### config.mk
export PLATFORM = sky130hd
export DESIGN_NAME = vga_frame_fetch_sched
export DESIGN_NICKNAME = d
export VERILOG_FILES = /design/src/rtl/vga_frame_fetch_sched.sv
export SDC_FILE = /design/constraint.sdc
export NUM_CORES = 1
export LEC_CHECK = 0
export CORE_UTILIZATION = 50
export DETAILED_ROUTE_END_ITERATION = 10
export GPL_TIMING_DRIVEN = 0
export PLACE_DENSITY = 0.8
export SLEW_MARGIN = 20
export SYNTH_ARGS = -nofsm -noshare
export SYNTH_HDL_FRONTEND = slang
export SYNTH_SLANG_ARGS = --single-unit
### constraint.sdc
create_clock -name pixel_clk -period 3.05 [get_ports pixel_clk]
set_input_delay 0.7625 -clock pixel_clk [delete_from_list [all_inputs] [get_ports pixel_clk]]
set_output_delay 0.7625 -clock pixel_clk [all_outputs]
set_load 0.03 [all_outputs]
### src/rtl/vga_frame_fetch_sched.sv
// Frame-buffer read scheduler: splits each frame into fixed bursts gated on FIFO room.
// Optional double buffering is enabled with `define VGA_FETCH_DOUBLE_BUFFER_EN.
module vga_frame_fetch_sched #(
  parameter int unsigned HDISP      = 800,
  parameter int unsigned VDISP      = 480,
  parameter int unsigned BURST      = 16,
  parameter int unsigned FIFO_DEPTH = 256,
  parameter logic [31:0] BASE_ADDR  = 32'h0
) (
  input  logic                              pixel_clk,
  input  logic                              pixel_rst,
  input  logic                              frame_sync,
  input  logic [$clog2(FIFO_DEPTH+1)-1:0]   fifo_free,
  output logic                              rd_req,
  output logic [31:0]                       rd_addr,
  output logic [7:0]                        rd_len,
  input  logic                              rd_ack,
  input  logic                              rd_done,
  output logic                              busy,
  output logic                              frame_done,
  output logic [7:0]                        overrun_cnt
`ifdef VGA_FETCH_DOUBLE_BUFFER_EN
  ,
  input  logic                              buf_swap,
  output logic                              cur_buf
`endif
);

  localparam int unsigned TOTAL = HDISP * VDISP;
  localparam int unsigned CW    = $clog2(TOTAL + 1);
  localparam int unsigned FW    = $clog2(FIFO_DEPTH + 1);

  if (TOTAL % BURST != 0) begin : g_bad_burst
    $error("HDISP*VDISP must be a multiple of BURST");
  end
  if (FIFO_DEPTH < BURST) begin : g_bad_depth
    $error("FIFO_DEPTH must be at least BURST");
  end

  typedef enum logic [1:0] {IDLE, CHECK, REQ, WAIT} state_t;

  state_t        state;
  logic [CW-1:0] pix_cnt;
  logic          restart_pend;

  logic          done_evt;
  logic [CW-1:0] pix_next;
  logic          last_burst;
  logic          final_done;
  logic          ovr_evt;
  logic [CW-1:0] cnt_eff;
  logic [31:0]   frame_base;

  // A same-cycle ack+done is handled exactly like a done seen in WAIT.
  assign done_evt   = (state == WAIT && rd_done) || (state == REQ && rd_ack && rd_done);
  assign pix_next   = pix_cnt + CW'(BURST);
  assign last_burst = (pix_next == CW'(TOTAL));
  assign final_done = done_evt && last_burst && !restart_pend;
  assign ovr_evt    = frame_sync && (state != IDLE) && !final_done;
  assign cnt_eff    = frame_sync ? '0 : pix_cnt;

`ifdef VGA_FETCH_DOUBLE_BUFFER_EN
  logic swap_pend;
  logic frame_start;

  assign frame_start = frame_sync && (state == IDLE || final_done);
  assign frame_base  = cur_buf ? (BASE_ADDR + 32'(4 * TOTAL)) : BASE_ADDR;

  // Buffer selection only changes at a frame boundary.
  always_ff @(posedge pixel_clk or posedge pixel_rst) begin
    if (pixel_rst) begin
      cur_buf   <= 1'b0;
      swap_pend <= 1'b0;
    end else if (frame_start && (swap_pend || buf_swap)) begin
      cur_buf   <= ~cur_buf;
      swap_pend <= 1'b0;
    end else if (buf_swap) begin
      swap_pend <= 1'b1;
    end
  end
`else
  assign frame_base = BASE_ADDR;
`endif

  always_ff @(posedge pixel_clk or posedge pixel_rst) begin
    if (pixel_rst) begin
      state        <= IDLE;
      pix_cnt      <= '0;
      restart_pend <= 1'b0;
      rd_req       <= 1'b0;
      rd_addr      <= BASE_ADDR;
      rd_len       <= 8'(BURST);
      busy         <= 1'b0;
      frame_done   <= 1'b0;
      overrun_cnt  <= 8'd0;
    end else begin
      frame_done <= 1'b0;
      rd_len     <= 8'(BURST);
      if (ovr_evt && overrun_cnt != 8'hFF) overrun_cnt <= overrun_cnt + 8'd1;

      case (state)
        IDLE: begin
          if (frame_sync) begin
            pix_cnt <= '0;
            state   <= CHECK;
            busy    <= 1'b1;
          end
        end
        CHECK: begin
          pix_cnt <= cnt_eff;
          if (fifo_free >= FW'(BURST)) begin
            rd_req  <= 1'b1;
            rd_addr <= frame_base + (32'(cnt_eff) << 2);
            state   <= REQ;
          end
        end
        REQ, WAIT: begin
          if (state == REQ && rd_ack) begin
            rd_req <= 1'b0;
            state  <= WAIT;
          end
          if (done_evt) begin
            restart_pend <= 1'b0;
            if (restart_pend || (frame_sync && !last_burst)) begin
              pix_cnt <= '0;
              state   <= CHECK;
            end else if (last_burst) begin
              // Final burst: a coincident frame_sync starts the next frame directly.
              frame_done <= 1'b1;
              pix_cnt    <= frame_sync ? '0 : pix_next;
              state      <= frame_sync ? CHECK : IDLE;
              busy       <= frame_sync;
            end else begin
              pix_cnt <= pix_next;
              state   <= CHECK;
            end
          end else if (frame_sync) begin
            restart_pend <= 1'b1;
          end
        end
      endcase
    end
  end

endmodule

==> results of run 1 <==
==> per-layer routing <==
metal	share of wire [%]	wire length [um]
met5	0	0
met4	2.1	133
met3	4.4	282
met2	50	3180
met1	43	2760
==> cells in the mapped netlist (2+ instances only) <==
library cell and instances:
a31oi_1 3, conb_1 2, nor2_1 10, xnor2_1 4, o21ai_1 2, nand3_1 11
nor4b_1 2, buf_2 3, inv_1 7, nand2_1 60, nor4_4 2, o21a_1 3
o31ai_1 7, xor2_1 6, nand4_1 3, clkbuf_1 11, nor2b_1 4, ha_1 3
a211oi_1 2, a21oi_1 5, or4_1 2, o21ai_0 44, nor3_1 6, nor4_1 4
dfrtp_1 52, buf_4 22, nand3_2 2
==> state kept, by name, indices dropped and copies added, names as in the netlist <==
signal / cells
pix_cnt: 19
rd_addr: 19
overrun_cnt: 8
state: 2
busy: 1
frame_done: 1
rd_req: 1
restart_pend: 1
==> power by group through the flow <==
stage | clock (uW) | combinational (uW) | sequential, uW
final | 476 | 789 | 863
after global routing | 511 | 851 | 875
after CTS | 490 | 789 | 860
after detailed placement | 0 | 787 | 872
after global placement | 0 | 763 | 872
after floorplan | 0 | 413 | 981
==> cell type report <==
type                            instances  area share (%)
Clock buffer                            5            1.96
Inverter                                8           0.854
Sequential cell                        52            37.0
Clock inverter                          3            1.21
Tap cell                               72            2.56
Buffer                                 37            6.44
Multi-Input combinational cell        233            38.3
Timing Repair Buffer                   40            11.7
==> what timing repair did <==
item                                    in CTS  in global routing
endpoints found under the setup margin       0                  5
hold buffers                                 0                  0
gates resized for setup                      0                  1
==> final timing paths <==
check / startpoint / endpoint / slack [ns]
setup / recovery: pix_cnt[5] / overrun_cnt[1] / 0.21
hold / removal: rd_addr[12] / rd_addr[12] / 0.49
setup reg to reg: pix_cnt[5] / overrun_cnt[1] / 0.21
hold reg to reg: rd_addr[12] / rd_addr[12] / 0.49
max in group asynchronous: pixel_rst / pix_cnt[18] / 1.68
min in group asynchronous: pixel_rst / overrun_cnt[5] / 0.82
==> logic make-up (layout without fill, tap and decap cells) <==
| logic type | count (synthesis) | after routing | synth area share, % |
|---|---|---|---|
| other cells | 2 | 21 | 0.266 |
| fa+ha+maj | 3 | 3 | 1.33 |
| compound gates | 77 | 77 | 17.0 |
| xor+xnor | 10 | 10 | 3.10 |
| buf+inv | 45 | 93 | 9.07 |
| mux | 2 | 2 | 0.885 |
| simple gates | 120 | 120 | 22.4 |
| flops | 52 | 52 | 46.0 |
==> worst max-delay path, cell delays in order, from the launching register on <==
cell	delay, ns
dfrtp_1	0.49
ha_1	0.33
or3b_1	0.37
a211oi_1	0.32
o21ai_0	0.21
a2111oi_4	0.56
nor3_2	0.12
mux2_4	0.32
==> per-stage QoR <==
stage / total power [uW] / instances / cell area, um^2 / setup TNS, ns
5_1_grt: 2240 / 450 / 3510 / 0
4_1_cts: 2140 / 450 / 3510 / 0
2_1_floorplan: 1390 / 330 / 2900 / 0
3_5_place_dp: 1660 / 442 / 3400 / -1.26
6_report: 2130 / 450 / 3510 / 0
3_3_place_gp: 1640 / 441 / 3380 / -1.16
==> flow_metrics.tcl, run 1 <==
set metrics [dict create \
    synth_top_area_share_pct 46.0 \
    dr.pass1.iters 4 \
    grt_pass1_wl_um 10700 \
    grt_max_degree 28 \
    multi_input_area_mm2 0.00135 \
    arrival_ns 3.05 \
    dieWidth_um 77.2 \
    hold_depth 2 \
    sw_frac_of_total_pct 38.9 \
    post-cts-setup-buffer-count 0 \
    whs_ns 0.487 \
    final_cell_mix "nand2_1 (60), dfrtp_1 (52), o21ai_0 (43), clkdlybuf4s50_1 (39), buf_4 (22)" \
    cts.path.max_buffers 2 \
    ys_ff_latch 52 \
    grt_use_met2_pct 37.3 \
    cp_max_fo 9 \
    grt_use_met3_pct 5.00 \
    reg2regPathDepth 7 \
    area.sequential_mm2 0.00130 \
    grt_setup_unrepaired "no" \
    viasPerCell 5.30 \
    htreeDepth 2 \
    rows 27 \
    p_leak_uw 0.00152 \
    boundaryPins 65 \
    cts_tree "yes" \
    syn2layout_area_growth_pct 24.3 \
    syn_area_mm2 0.00283 \
    gp_congestion 0.894 \
    clock_tree.root_cell "clkbuf_8" \
    cts_inserted_buffers 5 \
    yosysWarningCount 0 \
    clock_latency_ns 0.31 \
    p_sw_uw 828 \
    finalSetupViolations 0 \
    route.detailed.drc 0 \
    crit_path_end_kind "register" \
    start_util_pct 51.6 \
    pwr-share-comb_pct 37.1 \
    pre_cts_ws_ns -0.201 \
    antenna_found_initial 0 \
    worstSetupPathType "reg2reg" \
    worst_pin_slew_ns 0.716 \
    dominantRegCellSynth "dfrtp_1" \
    wirelength_um 6360 \
    ys_seq_area_share_pct 46.0 \
    die_area_mm2 0.00596 \
    grt_pass1_vias 2259 \
    slew_viol_final 0 \
    slew_headroom_pct 52.0 \
    postLayoutSetupSlackWorst_ns 0.210 \
    met1_usage_pct 29.3 \
    numPortBuffers 39 \
    max-vdd-ir-drop_mv 0.400 \
    fill_cells 492 \
    die_y_um 77.2 \
    hp-class "reg2reg" \
    seqPwrFrac_pct 40.5 \
    grt.overflow.total 0 \
    status "finished, final reports clean" \
    synth_area_leaders "dfrtp_1 (46%), nand2_1 (8.0%), o21ai_0 (7.8%)" \
    powerDensity_mw_per_mm2 605 \
    drt_iter0_drc 225 \
    path_clk_slew_ns 0.10 \
    period_share_pct 93.1 \
    maxCapViolations 0 \
    period_needed_ns 2.84 \
    antennaDiodeCount 0 \
    synth_top_cell_by_area "dfrtp_1" \
    layout_commonest_cell "nand2_1" \
    grt.busiest_layer "met2" \
    p_clk_share_pct 22.4 \
    clock_skew_ns 0.00732 \
    dp_hpwl_um 4590 \
    fin_util_pct 64.2 \
    avgSynthCellArea_um2 9.09 \
    required_ns 3.26 \
    fmax_mhz 352 \
    coreArea_mm2 0.00547 \
    synth_edf_count 0 \
    cp-start-kind "register" \
    grtUsageTotal_pct 23.1 \
    syn_inst 311 \
    routedWlPerCell_um 14.1 \
    synthArstFlopShare_pct 100 \
    synthDistinctLibCells 56 \
    ant_nets 0 \
    p_int_uw 1300 \
    finalNetCount 394 \
    hold_viol_final 0 \
    cts.sinks 52 \
    post_route_cells_drive_above_1_share_pct 13.0 \
    num_vias 2383 \
]
No activity file was read; power rests on OpenSTA's default activity.
==> inputs of run 2 (changes only) <==
--- a/config.mk
+++ b/config.mk
@@ -6,6 +6,7 @@
 export NUM_CORES = 1
 export LEC_CHECK = 0
 export CORE_UTILIZATION = 50
+export CTS_CLUSTER_SIZE = 12
 export DETAILED_ROUTE_END_ITERATION = 10
 export GPL_TIMING_DRIVEN = 0
 export PLACE_DENSITY = 0.8
==> constraint.sdc (replaced) <==
create_clock -name pixel_clk -period 3.05 [get_ports pixel_clk]
set_input_delay 0.61 -clock pixel_clk [delete_from_list [all_inputs] [get_ports pixel_clk]]
set_output_delay 0.61 -clock pixel_clk [all_outputs]
set_load 0.03 [all_outputs]
==> results of run 2 <==
Same layout as run 1 (identical final DEF). Status: finished, final reports clean.
Main changes from that run: setup slack after placement -0.201 ns -> -0.0489 ns
